<file path="src/rtl/pc_gen.sv">
// Program-counter generator for the fetch front end: sequential increment, stall,
// redirect, trap vectoring with EPC/cause capture, and a circular return-address stack.
module pc_gen #(
  parameter int unsigned     XLEN         = 32,
  parameter int unsigned     INSN_BYTES   = 4,
  parameter logic [XLEN-1:0] RESET_VECTOR = '0,
  parameter logic [XLEN-1:0] TRAP_VECTOR  = XLEN'(32'h100),
  parameter int unsigned     RAS_DEPTH    = 4
) (
  input  logic            clk,
  input  logic            reset,
  input  logic            stall_i,
  input  logic            redirect_valid_i,
  input  logic [XLEN-1:0] redirect_target_i,
  input  logic            call_i,
  input  logic            ret_i,
  input  logic            trap_i,
  output logic [XLEN-1:0] pc_o,
  output logic            pc_valid_o,
  output logic [XLEN-1:0] epc_o,
  output logic [1:0]      cause_o,
  output logic            ras_empty_o,
  output logic            ras_full_o,
  output logic            ras_underflow_o
);

  localparam int unsigned     OFF_W     = (INSN_BYTES > 1) ? $clog2(INSN_BYTES) : 1;
  localparam int unsigned     PTR_W     = (RAS_DEPTH > 1) ? $clog2(RAS_DEPTH) : 1;
  localparam int unsigned     CNT_W     = $clog2(RAS_DEPTH + 1);
  localparam logic [XLEN-1:0] INC       = XLEN'(INSN_BYTES);
  localparam logic [PTR_W-1:0] PTR_MAX  = PTR_W'(RAS_DEPTH - 1);
  localparam logic [CNT_W-1:0] CNT_MAX  = CNT_W'(RAS_DEPTH);
  localparam logic [1:0]      CAUSE_EXT = 2'd1;
  localparam logic [1:0]      CAUSE_MIS = 2'd2;

  logic [XLEN-1:0]  pc_q, pc_d;
  logic             pc_valid_q;
  logic [XLEN-1:0]  epc_q, epc_d;
  logic [1:0]       cause_q, cause_d;
  logic [PTR_W-1:0] top_q, top_d;
  logic [CNT_W-1:0] cnt_q, cnt_d;
  logic             empty_q, empty_d;
  logic             full_q, full_d;
  logic             uf_q, uf_d;
  logic [XLEN-1:0]  ras_mem [RAS_DEPTH];

  logic             push_en;
  logic             misaligned;
  logic [XLEN-1:0]  pc_inc;
  logic [PTR_W-1:0] top_inc;
  logic [PTR_W-1:0] top_dec;

  assign misaligned = (INSN_BYTES > 1) && (redirect_target_i[OFF_W-1:0] != '0);
  assign pc_inc     = pc_q + INC;
  assign top_inc    = (top_q == PTR_MAX) ? '0 : top_q + 1'b1;
  assign top_dec    = (top_q == '0) ? PTR_MAX : top_q - 1'b1;

  // Priority chain: trap, misaligned redirect, redirect(+call), ret, stall, increment.
  always_comb begin
    // NOTE: every always_comb output gets a default first so no path infers a latch.
    pc_d    = pc_q;
    epc_d   = epc_q;
    cause_d = cause_q;
    top_d   = top_q;
    cnt_d   = cnt_q;
    uf_d    = 1'b0;
    push_en = 1'b0;
    if (trap_i) begin
      pc_d    = TRAP_VECTOR;
      epc_d   = pc_q;
      cause_d = CAUSE_EXT;
    end else if (redirect_valid_i && misaligned) begin
      pc_d    = TRAP_VECTOR;
      epc_d   = pc_q;
      cause_d = CAUSE_MIS;
    end else if (redirect_valid_i) begin
      pc_d = redirect_target_i;
      if (call_i) begin
        // A push on a full stack overwrites the oldest slot; count saturates.
        push_en = 1'b1;
        top_d   = top_inc;
        if (cnt_q != CNT_MAX) cnt_d = cnt_q + 1'b1;
      end
    end else if (ret_i && (cnt_q != '0)) begin
      pc_d  = ras_mem[top_q];
      top_d = top_dec;
      cnt_d = cnt_q - 1'b1;
    end else if (ret_i) begin
      pc_d = pc_inc;
      uf_d = 1'b1;
    end else if (!stall_i) begin
      pc_d = pc_inc;
    end
    empty_d = (cnt_d == '0);
    full_d  = (cnt_d == CNT_MAX);
  end

  // NOTE: sequential state uses non-blocking assignments so every register samples pre-edge values.
  always_ff @(posedge clk or posedge reset) begin
    if (reset) begin
      pc_q       <= RESET_VECTOR;
      pc_valid_q <= 1'b0;
      epc_q      <= '0;
      cause_q    <= '0;
      top_q      <= '0;
      cnt_q      <= '0;
      empty_q    <= 1'b1;
      full_q     <= 1'b0;
      uf_q       <= 1'b0;
    end else begin
      pc_q       <= pc_d;
      pc_valid_q <= 1'b1;
      epc_q      <= epc_d;
      cause_q    <= cause_d;
      top_q      <= top_d;
      cnt_q      <= cnt_d;
      empty_q    <= empty_d;
      full_q     <= full_d;
      uf_q       <= uf_d;
    end
  end

  // NOTE: stack storage is not reset; a zero count already marks every entry invalid.
  always_ff @(posedge clk) begin
    if (push_en) ras_mem[top_inc] <= pc_inc;
  end

  assign pc_o            = pc_q;
  assign pc_valid_o      = pc_valid_q;
  assign epc_o           = epc_q;
  assign cause_o         = cause_q;
  assign ras_empty_o     = empty_q;
  assign ras_full_o      = full_q;
  assign ras_underflow_o = uf_q;

endmodule

</file>
<file path="config.mk">
export PLATFORM = sky130hd
export DESIGN_NAME = pc_gen
export DESIGN_NICKNAME = d
export VERILOG_FILES = /design/src/rtl/pc_gen.sv
export SDC_FILE = /design/constraint.sdc
export NUM_CORES = 1
export LEC_CHECK = 0
export ABC_AREA = 0
export CAP_MARGIN = 20
export CORE_MARGIN = 5
export CORE_UTILIZATION = 50
export CTS_CLUSTER_SIZE = 16
export DETAILED_ROUTE_END_ITERATION = 8
export PLACE_DENSITY = 0.73
export RECOVER_POWER = 100
export SLEW_MARGIN = 20
export SYNTH_ARGS = -nofsm -noshare
export SYNTH_HDL_FRONTEND = slang
export SYNTH_SLANG_ARGS = --single-unit
export TNS_END_PERCENT = 100
</file>
<file path="constraint.sdc">
create_clock -name clk -period 7.6 [get_ports clk]
set_clock_uncertainty 0.05 [all_clocks]
set_input_delay 1.52 -clock clk [delete_from_list [all_inputs] [get_ports clk]]
set_output_delay 1.52 -clock clk [all_outputs]
set_load 0.05 [all_outputs]
</file>
==> results by group, run 1 <==
Outcome
  • Status: finished with violations
  • Failing checks: capacitance limit, slew limit

Detailed routing
  • Total Routed Length: 22,200 µm
  • Via Count: 5,934
  • Pre-Repair DR Iteration Count: 5
  • Vias per inst: 6.130
  • Drt initial violations: 586
  • Post-DR wirelength/cell: 22.94 µm
  • DRC viols: 0
  • Routed Antenna Nets: 0

Logic synthesis
  • Ys async rst share: 36.95%
  • Synth Instances: 618
  • Synth warn: 0
  • Syn nets: 667
  • Post-synth top cells: edfxtp_1 (128), dfrtp_1 (74), nand2_1 (42)
  • Most used flip-flop cell after synthesis: edfxtp_1
  • Unique masters post-synth: 62
  • Count leader, synth: edfxtp_1
  • Synth top area share: 42.97%
  • Area leader, netlist: edfxtp_1
  • #FFs+latches synth: 203
  • Top cells by area, synth: edfxtp_1 (43%), dfrtp_1 (21%), mux4_2 (8.1%)
  • Sequential-to-total area share from yosys stat: 63.97%
  • EDFF count, synth: 128
  • Cell area after synthesis: 8945 µm²
  • Synthesized area per cell: 14.47 µm²

Clocking
  • Clock-pin slew on the worst setup and hold paths: 0.06 ns
  • Cts repair resizes: 0
  • CTS H-tree lvls: 1
  • Post-CTS setup buffer count: 0
  • Clock root cell: clkbuf_16
  • CTS tree: yes
  • CTS Sinks: 203
  • Hold-fix buffers, CTS: 0
  • Clock buffer depth: 3
  • Clk Latency, worst-skew pair: 0.50 ns
  • Cts bufs inserted: 21

Timing
  • Final Max Slew Viols: 18
  • Final hold vios: 0
  • Relative slew slack: -1.460%
  • Setup TNS: 0 ns
  • Top achievable clock speed: 179.0 MHz
  • Final worst path period need: 5.586 ns
  • Finish-stage setup viols: 0
  • Final period util: 73.50%
  • RSZ-0062 raised after global routing: false
  • Worst Tran Pin Value: 1.521 ns

Power
  • Maximum vdd drop: 186.4 µV
  • Pwr/cell area: 286.1 nW/µm²
  • Leak pwr: 4.151 nW

Placed design
  • Routability cong.: 0.8296
  • IO Port Bufs: 108
  • Final HPWL DP: 14,050 µm

Finish
  • Antenna diode count: 0
  • Reg area: 5724 µm²
  • Nets: 774
  • Final Util: 61.01%
  • Area Growth Syn to Fin: 21.26%
  • Area occupied by multi-input gates: 2972 µm²
  • Ratio of cells with drive above 1 in the final layout: 13.80%
  • Fill count: 1,337

GRT
  • Total gr overflow: 0
  • Initial antenna violation count: 0
  • Largest net degree at the start of global routing: 76
  • Overall routing resource usage: 21.88%
  • First-pass GRT wire length: 35,020 µm
  • Number of global-route vias before repair: 6,256

Floorplan
  • Core area: 17,780 µm²
  • Starting Density: 50.31%
  • Die Y: 143.8 µm
  • Die width: 143.8 µm
  • IO Count: 109
  • # rows: 49
  • Die area: 20,660 µm²

Run
  • Max cap viols: 1

Critical path
  • Worst Path Max Fanout: 28
  • CP Capture Type: flop
  • CP arrival: 5.95 ns
  • Startpoint Class: input port
  • CP Class: input port to flop
  • WP data required: 7.97 ns

Hold path
  • Hold WC Path Type: flop to flop
[state kept, by name (all words and copies together) (netlist names)]
name / flops
epc_o: 32
pc_o: 32
top_q: 2
ras_underflow_o: 1
ras_empty_o: 1
pc_valid_o: 1
ras_full_o: 1
cause_o: 2
ras_mem: 128
cnt_q: 3
[worst paths after layout]
check                                      startpoint                  endpoint  slack (ns)  depth (start not counted)
worst max register to register   top_q[1]$_DFFE_PP0P_  ras_mem[0][28]$_DFFE_PP_        4.33                          3
worst max-delay path                 redirect_valid_i      pc_o[29]$_DFFE_PP0P_        2.01                          7
min in group asynchronous                       reset     epc_o[28]$_DFFE_PP0N_        1.69                          3
worst min register to register  epc_o[10]$_DFFE_PP0N_     epc_o[10]$_DFFE_PP0N_        0.43                          2
worst min-delay path            epc_o[10]$_DFFE_PP0N_     epc_o[10]$_DFFE_PP0N_        0.43                          2
max in group asynchronous                       reset      top_q[0]$_DFFE_PP0P_        5.29                          3
[per-stage QoR]
stage          total power, mW  hold WS, ns  cell area, µm²  cells  setup slack [ns]
2_1_floorplan            1.957       0.4631            8945    618             4.112
3_3_place_gp             2.186       0.4111           10240    931             2.904
3_5_place_dp             2.209       0.4223           10240    931             2.750
4_1_cts                  3.149       0.4383           10870    968             3.232
5_1_grt                  3.242       0.4614           10850    968             1.746
6_report                 3.103       0.4290           10850    968             2.014
[per-layer routing]
metal	vias to the layer above	routed length, µm	global-route usage (%)
met4	0	655	7.284
met3	51	1264	2.995
li1	2626	-	-
met2	237	11360	37.34
met1	3020	8923	29.16
met5	-	0	0
[power by group]
group	internal [mW]	switching [mW]	total, mW
registers	1.27	0.106	1.37
clock network	0.538	0.405	0.943
logic	0.325	0.461	0.786
total	2.13	0.972	3.10
[layout make-up]
class,instances,area share (%)
Multi-Input combinational cell,359,27.40
Clock inverter,7,0.3230
Timing Repair Buffer,119,10.69
Clock buffer,30,5.433
Sequential cell,203,52.77
Tap cell,229,2.642
Inverter,21,0.7383
[kinds of logic (layout without fill, tap and decap cells)]
group / Yosys count / in the layout / synth area share (%)
DFF: 203 / 203 / 63.97
and+or+nand+nor: 139 / 139 / 8.491
AOI/OAI and AO/OA: 130 / 130 / 10.03
muxes: 58 / 58 / 11.23
buffers and inverters: 56 / 177 / 2.784
xor gates and xnor gates: 21 / 21 / 2.056
adders and majority gates: 10 / 10 / 1.399
other: 1 / 1 / 0.04192
[layout by cell type, fill, tap and decap left out, types with 13 or more instances in the layout]
cell type and count:
clkdlybuf4s50_1 35, mux4_2 32, mux2_2 18, dfrtp_1 72
edfxtp_1 128, o21ai_0 38, nand2_1 42, inv_1 20
dlygate4sd3_1 73, xnor2_1 17, o221ai_1 14, nor2_1 17
clkbuf_16 21, nand3_1 13
[worst max-delay path, stage by stage]
cell           delay, ns
dlygate4sd3_1       0.52
clkbuf_1            0.94
inv_1               0.93
nand3_1             1.21
o221ai_1            0.33
o21ai_0             0.33
o2bb2ai_1           0.15
(Power assumes the default switching activity.)
==> run 2: changes to the inputs <==
--- a/config.mk
+++ b/config.mk
@@ -11,7 +11,7 @@
 export CORE_UTILIZATION = 50
 export CTS_CLUSTER_SIZE = 16
 export DETAILED_ROUTE_END_ITERATION = 8
-export PLACE_DENSITY = 0.73
+export PLACE_DENSITY = 0.76
 export RECOVER_POWER = 100
 export SLEW_MARGIN = 20
 export SYNTH_ARGS = -nofsm -noshare
==> constraint.sdc (replaced) <==
create_clock -name clk -period 5 [get_ports clk]
set_clock_uncertainty 0.05 [all_clocks]
set_input_delay 1 -clock clk [delete_from_list [all_inputs] [get_ports clk]]
set_output_delay 1 -clock clk [all_outputs]
set_load 0.05 [all_outputs]
==> run 2 against run 1 <==
  * The run still ends with capacitance limit, slew limit left
  * Critical path depth shrank 1
  * Power grew 60%
  * Clock power grew 77%
  * Count of clock-buffer cells in the layout shrank 1
  * Worst hold slack lost 0.0054 ns
  * Routed wire length grew 0.58%
  * Sequential share of layout area shrank 0.89 points
  * Critical path type unchanged
  * Largest power group unchanged
==> results by group, run 2 (synthesis results as in run 1) <==
Outcome
  • Status: finished with violations
  • Failing checks: capacitance limit, slew limit

Placed design
  • Routability cong.: 0.8323 (+0.33%)
  • IO Port Bufs: 108 (unchanged)
  • Pre-CTS setup slack: 1.071 ns (-1.680 ns)
  • Placed Cells: 934 (+0.32%)
  • Final HPWL DP: 14,510 µm (+3.3%)

Timing
  • Final Max Slew Viols: 92 (+74)
  • Final hold vios: 0 (unchanged)
  • Final period util: 82.77%
  • Hold slack: 0.4235 ns (-0.005422 ns)
  • Worst Tran Pin Value: 2.344 ns (+0.8233 ns)
  • Final worst path period need: 4.139 ns
  • Finish-stage setup viols: 0 (unchanged)
  • Setup TNS: 0 ns (unchanged)
  • RSZ-0062 raised after global routing: false
  • Relative slew slack: -56.29% (-55 points)
  • Top achievable clock speed: 241.6 MHz
  • Post-route worst setup slack: 0.8613 ns (-1.153 ns)

Critical path
  • Worst path max stage delay: 0.82 ns (-0.39 ns)
  • Critical path's most frequent cell: clkbuf_1
  • Startpoint Class: input port
  • Worst path cell trace: dlygate4sd3_1 -> clkbuf_1 -> nand2_1 -> nor4_1 -> and2_0 -> clkbuf_1
  • Buf+Inv Stages, Crit Path: 3 (unchanged)
  • CP Capture Type: flop
  • Slowest CP cell: clkbuf_1
  • CP delay by family, top: buffers and inverters
  • Worst Path Max Fanout: 16 (-43%)
  • CP Class: input port to flop
  • CP arrival: 4.20 ns (-1.75 ns)
  • WP data required: 5.07 ns (-2.90 ns)

Finish
  • Ratio of cells with drive above 1 in the final layout: 14.77% (+0.96 points)
  • Commonest non-fill, non-tap cell in the layout: edfxtp_1
  • Fill count: 1,289 (-3.6%)
  • Nets: 778 (+0.52%)
  • Antenna diode count: 0 (unchanged)
  • Most frequent cells in the layout: edfxtp_1 (128), dfrtp_1 (73), dlygate4sd3_1 (73)
  • Finished Layout Cells: 974 (+0.62%)
  • Max reg flops: 128 (unchanged)
  • Area Growth Syn to Fin: 23.30%
  • Biggest register: ras_mem

GRT
  • First-pass GRT wire length: 34,090 µm (-2.7%)
  • Total gr overflow: 0 (unchanged)
  • Initial antenna violation count: 0 (unchanged)
  • GR Util met2: 36.62% (-0.71 points)
  • Met1 Usage GRT: 27.89% (-1.3 points)
  • Number of global-route vias before repair: 6,030 (-3.6%)
  • Largest net degree at the start of global routing: 48 (-37%)
  • GRT busiest layer: met2
  • Grt met3 use: 4.027% (+1.0 points)
  • Overall routing resource usage: 21.44% (-0.44 points)

Detailed routing
  • Total Routed Length: 22,330 µm (+0.58%)
  • Vias per inst: 6.175 (+0.72%)
  • Via Count: 6,014 (+1.3%)
  • Post-DR wirelength/cell: 22.93 µm (about the same)
  • Drt initial violations: 613 (+4.6%)
  • DRC viols: 0 (unchanged)
  • Pre-Repair DR Iteration Count: 7 (+2)
  • Routed Antenna Nets: 0 (unchanged)

Floorplan
  • Die area: 20,660 µm² (unchanged)
  • # rows: 49 (unchanged)
  • Core area: 17,780 µm² (unchanged)
  • Starting Density: 50.31% (unchanged)
  • Die width: 143.8 µm (unchanged)
  • Die Y: 143.8 µm (unchanged)
  • IO Count: 109 (unchanged)

Clocking
  • Cts bufs inserted: 22 (+4.8%)
  • CTS Sinks: 203 (unchanged)
  • Hold-fix buffers, CTS: 0 (unchanged)
  • CTS H-tree lvls: 1 (unchanged)
  • CTS tree: yes
  • Post-CTS setup buffer count: 0 (unchanged)
  • Clock root cell: clkbuf_16
  • Clk Latency, worst-skew pair: 0.50 ns (about the same)
  • Cts repair resizes: 0 (unchanged)
  • Clock buffer depth: 3 (unchanged)
  • Clock-pin slew on the worst setup and hold paths: 0.06 ns (about the same)

Power
  • Leak pwr: 4.218 nW (+1.6%)
  • Pwr/cell area: 450.6 nW/µm² (+57%)
  • Design Power: 4.969 mW (+60%)
  • Maximum vdd drop: 249.5 µV (+34%)

Hold path
  • Hold WC Path Type: flop to flop

Run
  • Max cap viols: 2 (+1)
## run 2: layout make-up
cell class / count / area [µm²] / share of cell area, %
clock inverters: 11 / 132.6 / 1.202
repair buffers: 122 / 1209 / 10.96
flip-flops and latches: 203 / 5723 / 51.89
multi-input cells: 359 / 2980 / 27.02
clock buffers: 29 / 618.1 / 5.604
inverters: 21 / 80.08 / 0.7260
well taps: 229 / 286.5 / 2.598
## run 2: worst paths after layout
kind,start,to,slack [ns],cells after the start
max,redirect_valid_i,ras_mem[2][30]$_DFFE_PP_,0.86,6
min,epc_o[20]$_DFFE_PP0N_,epc_o[20]$_DFFE_PP0N_,0.42,2
max reg2reg,pc_o[4]$_DFFE_PP0P_,ras_mem[2][27]$_DFFE_PP_,2.26,5
min reg2reg,epc_o[20]$_DFFE_PP0N_,epc_o[20]$_DFFE_PP0N_,0.42,2
max in group asynchronous,reset,epc_o[11]$_DFFE_PP0N_,2.27,3
min in group asynchronous,reset,epc_o[31]$_DFFE_PP0N_,1.40,2
## run 2: power breakdown
group	internal, mW	total [mW]	switching (mW)
combinational	0.500	1.20	0.700
clock	1.02	1.67	0.642
sequential	1.93	2.10	0.175
## run 2: metal layers
metal | wire length [µm] | part of all wire, %
met1 | 8683 | 39
met2 | 11430 | 51
met3 | 1633 | 7.3
met4 | 582 | 2.6
met5 | 0 | 0
## run 2: per-stage QoR
step	area, µm²	util (%)
after global routing	11030	62.03
after CTS	11060	62.18
after floorplan	8945	-
after detailed placement	10300	57.96
final	11030	62.03
after global placement	10300	57.95
## run 2: worst reg2reg max path: stages (launching register included)
cell and delay [ns]:
dfrtp_1 0.47, and4_1 0.48, nand2_1 0.46, or3_1 0.55, nor2_1 0.14, xor2_1 0.36
==> run 3: changes to the inputs <==
==> constraint.sdc (replaced) <==
create_clock -name clk -period 3.4 [get_ports clk]
set_clock_uncertainty 0.05 [all_clocks]
set_input_delay 0.68 -clock clk [delete_from_list [all_inputs] [get_ports clk]]
set_output_delay 0.68 -clock clk [all_outputs]
set_load 0.05 [all_outputs]
==> run 3 against run 2 <==
  * The flow still finishes with violations (capacitance limit, slew limit)
  * Sequential share of layout area fell by 0.076 points
  * Non-clock buffer count rose by 11
  * Via count rose by 0.55%
  * Routed wire length fell by 0.55%
  * First-iteration DRC count rose by 6.5%
  * Worst hold slack improved by 0.013 ns
==> results by group, run 3 (synthesis results as in run 1) <==
Clocking
  • Post-CTS setup buffer count: 0 (unchanged)
  • Hold-fix buffers, CTS: 0 (unchanged)
  • CTS H-tree lvls: 1 (unchanged)
  • CTS Sinks: 203 (unchanged)
  • Cts bufs inserted: 22 (unchanged)
  • Clk Latency, worst-skew pair: 0.52 ns (+0.02 ns)
  • CTS tree: yes
  • Clock-pin slew on the worst setup and hold paths: 0.06 ns (about the same)
  • Clock buffer depth: 3 (unchanged)
  • Cts repair resizes: 0 (unchanged)
  • Clock root cell: clkbuf_16

Timing
  • Post-route worst setup slack: 0.5438 ns (-0.3174 ns)
  • Top achievable clock speed: 350.1 MHz
  • Final hold vios: 0 (unchanged)
  • Hold slack: 0.4366 ns (+0.01303 ns)
  • Final Max Slew Viols: 39 (-58%)
  • Relative slew slack: -32.23% (+24 points)
  • Worst Tran Pin Value: 1.973 ns (-0.3718 ns)
  • Setup TNS: 0 ns (unchanged)
  • RSZ-0062 raised after global routing: false
  • Final worst path period need: 2.856 ns
  • Finish-stage setup viols: 0 (unchanged)
  • Final period util: 84.00%

Critical path
  • CP delay by family, top: buffers and inverters
  • CP Class: input port to flop
  • WP data required: 3.78 ns (-1.29 ns)
  • CP Capture Type: flop
  • Worst path max stage delay: 0.85 ns (+0.03 ns)
  • Slowest CP cell: clkbuf_1
  • Buf+Inv Stages, Crit Path: 3 (unchanged)
  • Worst Path Max Fanout: 18 (+2)
  • Register-to-register setup slack: 0.57 ns (-1.69 ns)
  • Reg2Reg Capture Point: ras_mem[3][26]$_DFFE_PP_
  • Worst R2R Start: top_q[0]$_DFFE_PP0P_
  • R2R cell count: 5 (unchanged)
  • Worst path cell trace: dlygate4sd3_1 -> inv_2 -> clkbuf_1 -> nand4_1 -> a21oi_1 -> o22a_1 -> nor3b_1
  • CP arrival: 3.24 ns (-0.96 ns)
  • Critical Path Source: redirect_valid_i
  • Startpoint Class: input port

Placed design
  • Routability cong.: 0.8418 (+1.1%)
  • IO Port Bufs: 108 (unchanged)
  • Final HPWL DP: 15,090 µm (+4.0%)
  • Placed Cells: 945 (+1.2%)
  • Pre-CTS setup slack: 0.3550 ns (-0.7156 ns)
  • DP Area: 10,370 µm² (+0.67%)

Hold path
  • Worst hold endpoint: epc_o[22]$_DFFE_PP0N_
  • Hold Path Depth: 2 (unchanged)
  • Hold_sp: epc_o[22]$_DFFE_PP0N_
  • Hold WC Path Type: flop to flop

GRT
  • Initial antenna violation count: 0 (unchanged)
  • Number of global-route vias before repair: 6,316 (+4.7%)
  • First-pass GRT wire length: 34,800 µm (+2.1%)
  • Total gr overflow: 0 (unchanged)
  • Largest net degree at the start of global routing: 40 (-17%)
  • Overall routing resource usage: 21.85% (+0.42 points)

Detailed routing
  • Vias per inst: 6.139 (-0.57%)
  • Total Routed Length: 22,210 µm (-0.55%)
  • Pre-Repair DR Iteration Count: 5 (-2)
  • DRC viols: 0 (unchanged)
  • Routed Antenna Nets: 0 (unchanged)
  • Via Count: 6,047 (+0.55%)
  • Drt initial violations: 653 (+6.5%)
  • Post-DR wirelength/cell: 22.55 µm (-1.7%)

Finish
  • Ratio of cells with drive above 1 in the final layout: 15.08% (+0.31 points)
  • Finished Layout Cells: 985 (+1.1%)
  • Most frequent cells in the layout: edfxtp_1 (128), dfrtp_1 (74), dlygate4sd3_1 (73)
  • Fill count: 1,299 (+0.78%)
  • Max reg flops: 128 (unchanged)
  • Final non-filler cell area: 11,040 µm² (+0.13%)
  • Biggest register: ras_mem
  • Final Util: 62.11% (+0.077 points)
  • Nets: 789 (+1.4%)
  • Area Growth Syn to Fin: 23.46%
  • Antenna diode count: 0 (unchanged)
  • Commonest non-fill, non-tap cell in the layout: edfxtp_1

Power
  • Clk pwr share: 32.5% (-1.0 points)
  • Maximum vdd drop: 357.5 µV (+43%)
  • Sequential share of power: 42.6% (+0.3 points)
  • Switching part of the total: 30.98% (+0.44 points)
  • Combinational share of power: 25.0% (+0.8 points)
  • Switching pwr: 2.236 mW (+47%)
  • Pwr/cell area: 653.7 nW/µm² (+45%)
  • Leak pwr: 4.245 nW (+0.64%)
  • Design Power: 7.219 mW (+45%)
  • Cell internal pwr: 4.982 mW (+44%)

Floorplan
  • Starting Density: 50.31% (unchanged)
  • Die Y: 143.8 µm (unchanged)
  • IO Count: 109 (unchanged)
  • # rows: 49 (unchanged)
  • Core area: 17,780 µm² (unchanged)
  • Die width: 143.8 µm (unchanged)
  • Die area: 20,660 µm² (unchanged)

Outcome
  • Failing checks: capacitance limit, slew limit
  • Status: finished with violations

Run
  • Max cap viols: 1 (-1)
-- run 3: cell count changes in the layout (fill, tap and decap cells not counted), sizes merged --
cell / previous run / this run
inv: 19 / 20
buf: 10 / 17
bufinv: 3 / 2
clkinvlp: 3 / 2
clkbuf: 33 / 41
clkinv: 7 / 4
-- run 3: cell type report --
cell class                 instances  area (µm²)  area share (%)
clock buffer                      33       611.8           5.540
clock inverter                     7       97.59          0.8838
inverter                          21       80.08          0.7251
multi-input combinational        359        2979           26.98
sequential                       203        5722           51.81
tap                              229       286.5           2.595
timing repair buffer             133        1266           11.47
-- run 3: worst reg2reg max path, stage by stage (launching register included) --
cell      delay (ns)
dfrtp_1         1.10
clkbuf_1        0.49
inv_1           0.19
ha_1            0.24
and2_0          0.17
clkbuf_2        0.27
-- run 3: worst max-delay path by stage --
stage | end | cells past startpoint | slack (ns)
finish | ras_full_o$_DFF_PP0_ | 7 | 0.54
CTS | pc_o[9] | 1 | 0.70
global placement | pc_o[10]$_DFFE_PP0P_ | 7 | 0.46
detailed placement | pc_o[6]$_DFFE_PP0P_ | 6 | 0.35
floorplan | ras_mem[0][0]$_DFFE_PP_ | 3 | 0.75
global route | ras_mem[1][25]$_DFFE_PP_ | 5 | 0.32
-- run 3: layer usage --
| metal | GRT usage (%) | part of all wire, % | up-vias |
|---|---|---|---|
| li1 | - | - | 2656 |
| met1 | 27.96 | 39 | 3047 |
| met2 | 37.71 | 51 | 279 |
| met3 | 3.295 | 6.1 | 65 |
| met4 | 8.622 | 3.2 | 0 |
| met5 | 0 | 0 | - |
-- run 3: power by group through the flow --
stage	logic, mW	clock network (mW)	registers [mW]
after detailed placement	1.85	0	3.13
after global placement	1.81	0	3.11
after global routing	1.92	2.48	3.11
after floorplan	0.977	0	3.40
final	1.80	2.34	3.07
after CTS	1.86	2.37	3.08
